==> src/rtl/gx_pkg.sv <==
// -----------------------------------------------------------------------------
// gx_pkg
// Shared constants, types and helpers for the GX register-write dispatcher.
//   GX_UNIT_XF/BP/CP : destination unit indices
//   GX_STAT_W        : width of each per-unit statistics counter
//   gx_stat_t        : statistics counter type
//   gx_sat_inc()     : saturating counter increment
// Optional feature macro used by the dispatcher: GX_REG_DISPATCH_STATS_EN
// -----------------------------------------------------------------------------
package gx_pkg;

   localparam int GX_UNIT_XF = 0;
   localparam int GX_UNIT_BP = 1;
   localparam int GX_UNIT_CP = 2;

   localparam int GX_STAT_W  = 16;

   typedef logic [GX_STAT_W-1:0] gx_stat_t;

   // Increment that sticks at all-ones instead of wrapping to zero.
   function automatic gx_stat_t gx_sat_inc(input gx_stat_t v);
      if (v == 16'hFFFF) begin
         return v;
      end else begin
         return v + 16'd1;
      end
   endfunction

endpackage

==> src/rtl/gx_sync_fifo.sv <==
// -----------------------------------------------------------------------------
// gx_sync_fifo
// Single-clock first-word-fall-through FIFO. The head entry is visible on
// rdata whenever empty is low. Storage is not reset; only the pointers are.
// Ports:
//   clk, reset   : clock, synchronous active-high reset
//   push, wdata  : write request (ignored when full) and write data
//   pop          : consume head entry (ignored when empty)
//   rdata        : head entry
//   empty, full  : occupancy flags derived from the pointers
// -----------------------------------------------------------------------------
module gx_sync_fifo #(
   parameter int WIDTH = 48,
   parameter int DEPTH = 4
) (
   input  logic             clk,
   input  logic             reset,
   input  logic             push,
   input  logic [WIDTH-1:0] wdata,
   input  logic             pop,
   output logic [WIDTH-1:0] rdata,
   output logic             empty,
   output logic             full
);

   localparam int AW = $clog2(DEPTH);

   logic [WIDTH-1:0] mem_r [DEPTH];
   logic [AW:0]      wr_ptr_r;
   logic [AW:0]      rd_ptr_r;
   logic             do_push_s;
   logic             do_pop_s;

   // Pointers carry one extra wrap bit: equal means empty, wrap bits
   // differing with equal index bits means full.
   assign empty     = (wr_ptr_r == rd_ptr_r);
   assign full      = (wr_ptr_r[AW] != rd_ptr_r[AW]) &&
                      (wr_ptr_r[AW-1:0] == rd_ptr_r[AW-1:0]);
   assign do_push_s = push & ~full;
   assign do_pop_s  = pop & ~empty;
   assign rdata     = mem_r[rd_ptr_r[AW-1:0]];

   // Storage write; no reset on the RAM, and a reset edge writes nothing.
   always_ff @(posedge clk) begin
      if (do_push_s && !reset) begin
         mem_r[wr_ptr_r[AW-1:0]] <= wdata;
      end
   end

   // Write and read pointers with natural wrap.
   always_ff @(posedge clk) begin
      if (reset) begin
         wr_ptr_r <= {(AW+1){1'b0}};
         rd_ptr_r <= {(AW+1){1'b0}};
      end else begin
         if (do_push_s) begin
            wr_ptr_r <= wr_ptr_r + {{AW{1'b0}}, 1'b1};
         end else begin
            wr_ptr_r <= wr_ptr_r;
         end
         if (do_pop_s) begin
            rd_ptr_r <= rd_ptr_r + {{AW{1'b0}}, 1'b1};
         end else begin
            rd_ptr_r <= rd_ptr_r;
         end
      end
   end

endmodule

==> src/rtl/gx_reg_dispatch.sv <==
// -----------------------------------------------------------------------------
// gx_reg_dispatch
// Routes upstream register writes {addr,data} into one FWFT queue per
// destination unit. Units drain independently with their own ready bits.
// Ports:
//   clk, reset                  : clock, synchronous active-high reset
//   in_valid/in_ready           : upstream handshake
//   in_unit/in_addr/in_data     : destination unit, register address, data
//   out_valid/out_ready         : per-unit downstream handshake (bit u = unit u)
//   out_addr/out_data           : per-unit head entry, unit u at slice u
//   busy                        : any unit queue holds an entry
//   err_bad_unit                : sticky, set by an accepted write to a
//                                 unit index >= NUM_UNITS
//   stat_clear/stat_count       : per-unit accepted-write counters
// Optional feature: define GX_REG_DISPATCH_STATS_EN to build the saturating
// statistics counters; otherwise stat_count is tied to zero.
// -----------------------------------------------------------------------------
module gx_reg_dispatch
   import gx_pkg::*;
#(
   parameter  int NUM_UNITS  = 3,
   parameter  int DEPTH      = 4,
   parameter  int ADDR_WIDTH = 16,
   parameter  int DATA_WIDTH = 32,
   localparam int UW         = (NUM_UNITS > 2) ? $clog2(NUM_UNITS) : 1
) (
   input  logic                              clk,
   input  logic                              reset,
   input  logic                              in_valid,
   output logic                              in_ready,
   input  logic [UW-1:0]                     in_unit,
   input  logic [ADDR_WIDTH-1:0]             in_addr,
   input  logic [DATA_WIDTH-1:0]             in_data,
   output logic [NUM_UNITS-1:0]              out_valid,
   input  logic [NUM_UNITS-1:0]              out_ready,
   output logic [NUM_UNITS*ADDR_WIDTH-1:0]   out_addr,
   output logic [NUM_UNITS*DATA_WIDTH-1:0]   out_data,
   output logic                              busy,
   output logic                              err_bad_unit,
   input  logic                              stat_clear,
   output logic [NUM_UNITS*GX_STAT_W-1:0]    stat_count
);

   localparam int             EW          = ADDR_WIDTH + DATA_WIDTH;
   localparam logic [UW:0]    NUM_UNITS_W = NUM_UNITS[UW:0];

   logic [NUM_UNITS-1:0] unit_hit_s;
   logic [NUM_UNITS-1:0] full_s;
   logic [NUM_UNITS-1:0] empty_s;
   logic [NUM_UNITS-1:0] push_s;
   logic [NUM_UNITS-1:0] pop_s;
   logic                 bad_unit_s;
   logic                 accept_s;
   logic                 err_bad_unit_r;

   // Out-of-range units are always accepted (and dropped), so in_ready only
   // looks at the selected queue's full flag, never at out_ready.
   assign bad_unit_s = ({1'b0, in_unit} >= NUM_UNITS_W);
   assign in_ready   = bad_unit_s | ~(|(full_s & unit_hit_s));
   assign accept_s   = in_valid & in_ready;
   assign push_s     = unit_hit_s & {NUM_UNITS{accept_s}};
   assign out_valid  = ~empty_s;
   assign pop_s      = out_valid & out_ready;
   assign busy       = |out_valid;
   assign err_bad_unit = err_bad_unit_r;

   for (genvar u = 0; u < NUM_UNITS; u++) begin : g_unit
      logic [EW-1:0] head_s;

      assign unit_hit_s[u] = (in_unit == UW'(u));

      gx_sync_fifo #(
         .WIDTH (EW),
         .DEPTH (DEPTH)
      ) u_fifo (
         .clk   (clk),
         .reset (reset),
         .push  (push_s[u]),
         .wdata ({in_addr, in_data}),
         .pop   (pop_s[u]),
         .rdata (head_s),
         .empty (empty_s[u]),
         .full  (full_s[u])
      );

      assign out_addr[u*ADDR_WIDTH +: ADDR_WIDTH] = head_s[EW-1 -: ADDR_WIDTH];
      assign out_data[u*DATA_WIDTH +: DATA_WIDTH] = head_s[DATA_WIDTH-1:0];
   end

   // Sticky flag for writes aimed at a unit that does not exist.
   always_ff @(posedge clk) begin
      if (reset) begin
         err_bad_unit_r <= 1'b0;
      end else if (accept_s && bad_unit_s) begin
         err_bad_unit_r <= 1'b1;
      end else begin
         err_bad_unit_r <= err_bad_unit_r;
      end
   end

`ifdef GX_REG_DISPATCH_STATS_EN
   for (genvar u = 0; u < NUM_UNITS; u++) begin : g_stat
      gx_stat_t cnt_r;

      // Per-unit accepted-write counter; clear wins over a same-cycle push.
      always_ff @(posedge clk) begin
         if (reset) begin
            cnt_r <= {GX_STAT_W{1'b0}};
         end else if (stat_clear) begin
            cnt_r <= {GX_STAT_W{1'b0}};
         end else if (push_s[u]) begin
            cnt_r <= gx_sat_inc(cnt_r);
         end else begin
            cnt_r <= cnt_r;
         end
      end

      assign stat_count[u*GX_STAT_W +: GX_STAT_W] = cnt_r;
   end
`else
   logic unused_stat_clear_s;

   assign unused_stat_clear_s = stat_clear;
   assign stat_count          = {(NUM_UNITS*GX_STAT_W){1'b0}};
`endif

endmodule
==> config.mk <==
export PLATFORM = sky130hd
export DESIGN_NAME = gx_reg_dispatch
export DESIGN_NICKNAME = d
export VERILOG_FILES = /design/src/rtl/gx_pkg.sv /design/src/rtl/gx_sync_fifo.sv /design/src/rtl/gx_reg_dispatch.sv
export SDC_FILE = /design/constraint.sdc
export NUM_CORES = 1
export LEC_CHECK = 0
export ABC_AREA = 1
export CORE_UTILIZATION = 45
export DETAILED_ROUTE_END_ITERATION = 6
export PLACE_DENSITY = 0.76
export SLEW_MARGIN = 10
export SYNTH_ARGS = -nofsm -noshare
export SYNTH_HDL_FRONTEND = slang
export SYNTH_SLANG_ARGS = --single-unit
==> constraint.sdc <==
create_clock -name clk -period 8.3 [get_ports clk]
set_input_delay 1.66 -clock clk [delete_from_list [all_inputs] [get_ports clk]]
set_output_delay 1.66 -clock clk [all_outputs]
set_load 0.005 [all_outputs]
Word-level counts from Yosys, hierarchy flattened
Memory sizes are Yosys's and may differ from the RTL's. A register that Yosys moved wholly into a read port is not among the register bits.
Cells that the tools add are included.
{"block": "totals", "register_bits": 19, "latch_bits": 0, "mem_bits_rw": 576, "mem_bits_ro": 0, "inputBits": 57, "output_inout_bits": 198, "wordCells": 70, "n_memories": 3}
{"memory": "g_unit[0].u_fifo.mem_r", "words": 4, "word_bits": 48, "rd": 1, "rd_clocked_by_memory_dff": 1, "write_ports": 1, "line_no": "gx_sync_fifo.sv:28", "rtl": "logic [WIDTH-1:0] mem_r [DEPTH];"}
{"memory": "g_unit[1].u_fifo.mem_r", "words": 4, "word_bits": 48, "rd": 1, "rd_clocked_by_memory_dff": 1, "write_ports": 1, "line_no": "gx_sync_fifo.sv:28"}
{"memory": "g_unit[2].u_fifo.mem_r", "words": 4, "word_bits": 48, "rd": 1, "rd_clocked_by_memory_dff": 1, "write_ports": 1, "line_no": "gx_sync_fifo.sv:28"}
{"block": "classes", "addsub": 6, "n_mul": 0, "div_mod_pow": 0, "n_lt_le_gt_ge": 1, "n_eq_ne": 11, "n_shift": 0, "muxes": 12, "n_bitwise": 19, "n_reduce_logical": 11}
{"op": "$add A3 B1 Y3 const B", "n": 6}
{"op": "$mux W2", "n": 6}
{"op": "$and A3 B3 Y3", "n": 3}
{"op": "$eq A3 B3 Y1", "n": 3}
{"op": "$and A1 B1 Y1", "n": 7}
{"op": "$logic_and A1 B1 Y1", "n": 7}
{"op": "$not A1 Y1", "n": 7}
{"op": "$eq A2 B2 Y1", "n": 3}
{"op": "$mux W1", "n": 6}
{"op": "$reduce_or A3 Y1", "n": 2}
{"op": "$ne A1 B1 Y1", "n": 3}
{"op": "$not A3 Y3", "n": 1}
{"op": "$eq A2 B1 Y1 const B", "n": 1}
{"op": "$eq A2 B2 Y1 const B", "n": 1}
{"op": "$ge A2 B2 Y1 const B", "n": 1}
{"op": "$logic_not A2 Y1", "n": 1}
{"op": "$logic_not A1 Y1", "n": 1}
{"op": "$or A1 B1 Y1", "n": 1}

Logic depth before layout (Yosys ltp)
Gate-level depths: netlist of the first run.
{"block": "logic_depth", "word_depth": 12, "mapped_depth": 10, "mapped_depth_nobuf": 10}

Hierarchy
A second synthesis of the first run with hierarchy kept.
{"block": "unflattened", "cells_unflattened": 1696, "area_unflattened_um2": 23991.8}
{"module": "gx_sync_fifo", "n_inst": 3, "cells_per_inst": 540, "area_per_inst_um2": 7830.0, "seq_area_each_um2": 5925.7}
{"module": "gx_reg_dispatch", "n_inst": 1, "cells_per_inst": 76, "area_per_inst_um2": 501.7, "seq_area_each_um2": 20.0}

Worst setup path after synthesis of the first run
OpenSTA, ideal clock, no wires.
{"block": "synth_path", "path_kind": "input -> register", "start": "input port in_unit[0]", "end": "memory g_unit[0].u_fifo.mem_r[0][0], enable pin", "setup_ps": 454, "t_arrival_ps": 4311, "setup_slack_ps": 3535, "stages": 9, "path_cell_list": "inv_2 > nor2_4 > nand4_1 > nand2_1 > nor2_4 > nand3_1 > inv_1 > nand2_2 > nor2_1"}
{"block": "synth_between", "elab_chain_cells": 11, "word_cells_on_any_way": 14, "cone_classes": "order compare: 1; eq/ne: 2; mux: 2; bitwise: 6; reduce/logical: 3"}
{"item": "start, declared", "line_no": "gx_reg_dispatch.sv:31", "rtl": "input logic [UW-1:0] in_unit,"}
{"item": "$eq A2 B1 Y1, or another cell as far along", "line_no": "gx_reg_dispatch.sv:70", "rtl": "assign unit_hit_s[u] = (in_unit == UW'(u));"}
{"item": "$and A3 B3 Y3", "line_no": "gx_reg_dispatch.sv:59", "rtl": "assign in_ready = bad_unit_s | ~(|(full_s & unit_hit_s));"}
{"item": "$reduce_or A3 Y1", "line_no": "gx_reg_dispatch.sv:59"}
{"item": "$not A1 Y1", "line_no": "gx_reg_dispatch.sv:59"}
{"item": "$or A1 B1 Y1", "line_no": "gx_reg_dispatch.sv:59"}
{"item": "$and A1 B1 Y1", "line_no": "gx_reg_dispatch.sv:60", "rtl": "assign accept_s = in_valid & in_ready;"}
{"item": "$and A3 B3 Y3 *", "line_no": "gx_reg_dispatch.sv:61", "rtl": "assign push_s = unit_hit_s & {NUM_UNITS{accept_s}};"}
{"item": "$and A1 B1 Y1 *", "line_no": "gx_sync_fifo.sv:39", "rtl": "assign do_push_s = push & ~full;"}
{"item": "$logic_and A1 B1 Y1 *", "line_no": "gx_sync_fifo.sv:45", "rtl": "if (do_push_s && !reset) begin"}
{"item": "$mux W1 *", "line_no": "gx_sync_fifo.sv:45"}
{"item": "$mux W1 (not written as such) *", "line_no": "gx_sync_fifo.sv:46", "rtl": "mem_r[wr_ptr_r[AW-1:0]] <= wdata;"}
{"item": "end, declared", "line_no": "gx_sync_fifo.sv:28"}
Every way passes the cells marked *; elsewhere a longest branch is shown, timed or not.

==> impl_metrics.json, run 1 <==
{
  "outcome": "finished clean",
  "insertion_delay_ns": 0.61,
  "clk_path_buf_depth": 3,
  "drt_pre_antenna_iters": 7,
  "port_buffers": 205,
  "synth_cell_type_count": 28,
  "wl_per_cell_um": 21.1,
  "drt_iter0_markers": 1121,
  "cp_top_family": "buffers and inverters",
  "hold_buffers": 0,
  "vias": 14000,
  "critPathSlowestCell": "dfxtp_4",
  "grtUsageTotal_pct": 20.7,
  "gp_congestion": 0.779,
  "crit_type": "reg -> out",
  "fin_crit_sh_pct": 65.6,
  "fp.dieH_um": 228,
  "worstMarginPinSlew_ns": 1.14,
  "ys_top_cells_by_count": "576 x edfxtp_1, 316 x nor2_1, 281 x o21ai_0, 144 x o22ai_1, 71 x clkbuf_1",
  "drive_gt1_share_pct": 7.19,
  "antenna_found_initial": 0,
  "worst_r2r_endpoint": "g_unit[2].u_fifo.mem_r[2][2]$_DFFE_PP_",
  "synthTopCellsByArea": "edfxtp_1 75%, o21ai_0 6.1%, nor2_1 5.2%",
  "syn_avg_cell_area_um2": 14.0,
  "viasPerCell": 5.47,
  "clockRootBuffer": "clkbuf_16",
  "critPathBufInv": 3,
  "wl_um": 53900,
  "hold_violations": 0,
  "dp_hpwl_um": 30800,
  "crit_path_max_incr_delay_ns": 1.01,
  "cts-resized-gates": 0,
  "hold_path_end": "err_bad_unit$_SDFFE_PP0P_",
  "final_nets": 1901,
  "leakage_nw": 9.03,
  "dpl.cell_count": 2441,
  "ys_seq_elements": 601,
  "synth.most_common_cell": "edfxtp_1",
  "start_util_pct": 45.7,
  "cp.required_ns": 6.64,
  "layout.cells.non_filler": 2552,
  "drc": 0,
  "min_period_ns": 5.45,
  "grt_max_degree": 98,
  "placedInstanceArea_mm2": 0.0255,
  "synth_edf_count": 576,
  "grt_pass1_wl_um": 82100,
  "die_x_um": 228,
  "finalSetupViolations": 0,
  "syn2layout_area_growth_pct": 19.6,
  "arrival_ns": 3.79,
  "seq_area_frac_synth_pct": 77.6,
  "grt_pass1_vias": 14100,
  "slew_headroom_pct": 24.2,
  "min_path_type": "reg -> reg",
  "whs_ns": 0.465,
  "layout_setup_ws_ns": 2.85,
  "yosysTopAreaCell": "edfxtp_1",
  "synthArstFlopShare_pct": 0,
  "ant_nets": 0,
  "h-tree-depth": 2,
  "rows": 82,
  "maxCapViolations": 0,
  "post_cts_buffers": 0,
  "grt-ovfl-total": 0,
  "die_area_mm2": 0.0519,
  "reg2reg_depth": 11,
  "cts_tree": "built",
  "fin_tns_setup_ns": 0,
  "core_area_mm2": 0.0502,
  "rrSetupSlack_ns": 5.10,
  "syn_area_mm2": 0.0229,
  "final_cell_area_mm2": 0.0274,
  "post-place-ws_ns": 3.30,
  "rsz0062_at_grt": "false",
  "fin_total_pwr_mw": 7.18,
  "path_max_fanout": 97,
  "final_util_pct": 54.6,
  "r2r_start": "g_unit[1].u_fifo.wr_ptr_r[0]$_SDFFE_PP0P_",
  "synth_ff_type": "edfxtp_1",
  "max_freq_mhz": 184,
  "clock-sinks": 601,
  "io_pins": 255,
  "start_kind": "register",
  "crit_chain": "clkinv_2 -> buf_4 -> o21ai_0 -> o22ai_1 -> clkdlybuf4s50_1",
  "power.density_mw_per_mm2": 262,
  "cts_buffers": 58,
  "worst-path-stages": 5,
  "ir_drop_uv": 183,
  "report.final.slew_viol_count": 0,
  "netlist_instances": 1643,
  "cts.clk_slew.worst_paths_ns": 0.06,
  "end_kind": "primary output",
  "fin_skew_ns": 0.00839,
  "synth_top_area_share_pct": 75.4,
  "hold_depth": 2,
  "hold_start": "err_bad_unit$_SDFFE_PP0P_",
  "synth_warnings": 0
}
worst register-to-register path, cell delays in order (launching register included):
cell and delay [ns]:
dfxtp_1 0.43, inv_1 0.12, nand2_1 0.07, nand2_1 0.07, nand4_1 0.09, nand2_1 0.09, nor2_4 0.24, nand3_1 0.14
inv_1 0.13, nand2_2 0.16, nor2_4 0.77, buf_4 0.51
layer usage:
layer  wire length [um]  GRT usage, %
met1              22800          27.6
met2              26000          34.4
met3               3990          3.79
met4               1190          6.61
met5                  0             0
registers in the layout, summed over array words and instances, names as in the netlist, named ones only:
name and count:
g_unit.u_fifo.mem_r 576, g_unit.u_fifo.rd_ptr_r 9, g_unit.u_fifo.wr_ptr_r 9, err_bad_unit 1
how the worst max path moves through the flow:
stage               slack (ns)                                endpoint
finish                    2.85                            out_addr[10]
CTS                       2.75                            out_addr[10]
detailed placement        3.30                                in_ready
global route              2.52                             out_addr[9]
global placement          3.30                                in_ready
floorplan                 3.53  g_unit[0].u_fifo.mem_r[0][0]$_DFFE_PP_
report_power, final:
group | switching [mW] | internal (mW) | total [mW]
clock network | 1.09 | 1.56 | 2.65
registers | 0.0873 | 3.36 | 3.44
logic | 0.591 | 0.498 | 1.09
final cells by class:
cell class / count / area, um2
inverters: 45 / 173
repair buffers: 223 / 2190
well taps: 672 / 841
clock inverters: 34 / 350
flip-flops and latches: 601 / 17800
multi-input cells: 900 / 4470
fillers: 3918 / 22800
clock buffers: 75 / 1580
diodes: 2 / 5.00
cell families after synthesis:
family                     Yosys count  synth area share, %
other                                1               0.0164
AOI/OAI and AO/OA                  452                 10.7
DFF                                601                 77.6
and+or+nand+nor                    377                 6.52
xor gates and xnor gates             8                0.306
buffers and inverters              189                 4.07
adders and majority gates           15                0.819
layout by cell type (no fill, tap or decap), drive strengths merged, types with 3 or more instances in the layout:
cell and instances:
nor2 320, buf 18, clkinvlp 3, clkinv 26, dfxtp 25, ha 15, xor2 4, xnor2 4
o21ai 295, nand4 13, clkbuf 75, conb 48, inv 43, nand2 33, o22ai 144, bufinv 7
a21oi 13, clkdlybuf4s50 205, nand3 7, edfxtp 576
(Power assumes the default switching activity.)
==> inputs of run 2 (changes only) <==
--- a/config.mk
+++ b/config.mk
@@ -8,7 +8,7 @@
 export ABC_AREA = 1
 export CORE_UTILIZATION = 45
 export DETAILED_ROUTE_END_ITERATION = 6
-export PLACE_DENSITY = 0.76
+export PLACE_DENSITY = 0.79
 export SLEW_MARGIN = 10
 export SYNTH_ARGS = -nofsm -noshare
 export SYNTH_HDL_FRONTEND = slang
==> constraint.sdc (replaced) <==
create_clock -name clk -period 5 [get_ports clk]
set_input_delay 1 -clock clk [delete_from_list [all_inputs] [get_ports clk]]
set_output_delay 1 -clock clk [all_outputs]
set_load 0.005 [all_outputs]
==> impl_metrics.json, run 2 (synthesis gave the netlist of run 1 again) <==
{
  "outcome": "finished clean",
  "wl_per_cell_um": 20.8,
  "fin_skew_ns": 0.0232,
  "core_area_mm2": 0.0502,
  "cts-resized-gates": 0,
  "die_area_mm2": 0.0519,
  "antenna_cells": 0,
  "min_path_type": "reg -> reg",
  "finalSetupViolations": 0,
  "post-place-ws_ns": 1.04,
  "end_kind": "primary output",
  "antenna_found_initial": 0,
  "drc": 0,
  "p_sw_mw": 2.93,
  "die_x_um": 228,
  "pwr-share-clk_pct": 35.6,
  "maxCapViolations": 0,
  "rsz0062_at_grt": "false",
  "largest_register_ffs": 576,
  "min_period_ns": 4.10,
  "seqPwrFrac_pct": 48.1,
  "grtUsageTotal_pct": 20.0,
  "io_pins": 255,
  "ir_drop_uv": 276,
  "port_buffers": 205,
  "worstMarginPinSlew_ns": 0.996,
  "clockRootBuffer": "clkbuf_16",
  "cp.required_ns": 4.00,
  "slew_headroom_pct": 33.6,
  "fp.dieH_um": 228,
  "fin_total_pwr_mw": 11.7,
  "hold_violations": 0,
  "ant_nets": 0,
  "wl_um": 53100,
  "crit_type": "reg -> out",
  "most-common-layout-cells": "576 x edfxtp_1, 304 x nor2_1, 281 x o21ai_0",
  "power.density_mw_per_mm2": 426,
  "max_freq_mhz": 244,
  "dp_hpwl_um": 31600,
  "leakage_nw": 9.06,
  "grt_pass1_vias": 13400,
  "final_common_cell": "edfxtp_1",
  "fin_tns_setup_ns": 0,
  "drive_gt1_share_pct": 8.12,
  "syn2layout_area_growth_pct": 19.6,
  "final_nets": 1913,
  "vias": 13900,
  "report.final.slew_viol_count": 0,
  "h-tree-depth": 2,
  "start_util_pct": 45.7,
  "cts.clk_slew.worst_paths_ns": 0.06,
  "fill_cells": 3918,
  "drt_pre_antenna_iters": 5,
  "fin_crit_sh_pct": 81.9,
  "layout_setup_ws_ns": 0.903,
  "clk_path_buf_depth": 3,
  "drt_iter0_markers": 1342,
  "cts_buffers": 58,
  "grt-ovfl-total": 0,
  "cts_tree": "built",
  "post_cts_buffers": 0,
  "viasPerCell": 5.46,
  "grt_pass1_wl_um": 79100,
  "rows": 82,
  "grt_max_degree": 97,
  "sw_frac_of_total_pct": 25.1,
  "path_max_fanout": 50,
  "power_frac_comb_pct": 16.3,
  "clock-sinks": 601,
  "arrival_ns": 3.10,
  "start_kind": "register",
  "hold_buffers": 0,
  "intPower_mw": 8.76,
  "insertion_delay_ns": 0.61,
  "gp_congestion": 0.762
}
## run 2: cell count changes in the layout (fill, tap and decap cells not counted), moves of 2 or more
| cell | previous run | this run |
|---|---|---|
| clkinv_2 | 13 | 21 |
| buf_4 | 18 | 27 |
| clkbuf_16 | 61 | 59 |
| clkbuf_1 | 14 | 3 |
| diode_2 | 2 | 0 |
| bufinv_16 | 7 | 4 |
| buf_12 | 0 | 3 |
## run 2: path summary, 6_finish.rpt
kind / slack, ns / depth (start not counted) / endpoint / startpoint
worst max-delay path: 0.90 / 4 / out_addr[9] / register
worst min-delay path: 0.47 / 2 / g_unit[2].u_fifo.rd_ptr_r[2]$_SDFFE_PP0P_ / g_unit[2].u_fifo.rd_ptr_r[2]$_SDFFE_PP0P_
worst max register to register: 2.10 / 11 / g_unit[2].u_fifo.mem_r[0][40]$_DFFE_PP_ / g_unit[1].u_fifo.wr_ptr_r[0]$_SDFFE_PP0P_
worst min register to register: 0.47 / 2 / g_unit[2].u_fifo.rd_ptr_r[2]$_SDFFE_PP0P_ / g_unit[2].u_fifo.rd_ptr_r[2]$_SDFFE_PP0P_
## run 2: power groups by stage
stage / combinational [mW] / sequential, mW / clock (mW)
finish: 1.91 / 5.62 / 4.16
global route: 2.07 / 5.62 / 4.41
CTS: 1.93 / 5.62 / 4.23
detailed placement: 1.91 / 5.73 / 0
global placement: 1.86 / 5.72 / 0
floorplan: 0.854 / 5.70 / 0
## run 2: critical path, cell delays in order (launching register included)
cell,delay [ns]
dfxtp_4,0.66
buf_4,0.53
o21ai_0,0.17
o22ai_1,0.47
clkdlybuf4s50_1,0.62
## run 2: through the flow
step / util [%] / area (um2) / cells / hold slack [ns]
2_1_floorplan: - / 23100 / 1690 / 0.441
6_report: 54.6 / 27400 / 2556 / 0.473
4_1_cts: 54.6 / 27400 / 2556 / 0.478
5_1_grt: 54.6 / 27400 / 2556 / 0.513
3_5_place_dp: 51.0 / 25600 / 2453 / 0.469
3_3_place_gp: 51.0 / 25600 / 2453 / 0.445
## run 2: layout make-up
cell class              instances  area (um2)  share of cell area, %
flip-flops and latches        601       17800                   65.0
multi-input cells             900        4470                   16.3
repair buffers                235        2310                   8.44
clock buffers                  62        1490                   5.43
well taps                     672         841                   3.07
clock inverters                41         322                   1.17
inverters                      45         173                  0.630
## run 2: layer usage
layer	global-route usage [%]	wire length, um	up-vias
met5	0	0	-
met2	33.5	26000	592
met3	3.08	3740	77
met4	5.32	920	0
met1	27.2	22400	6892
li1	-	-	6383
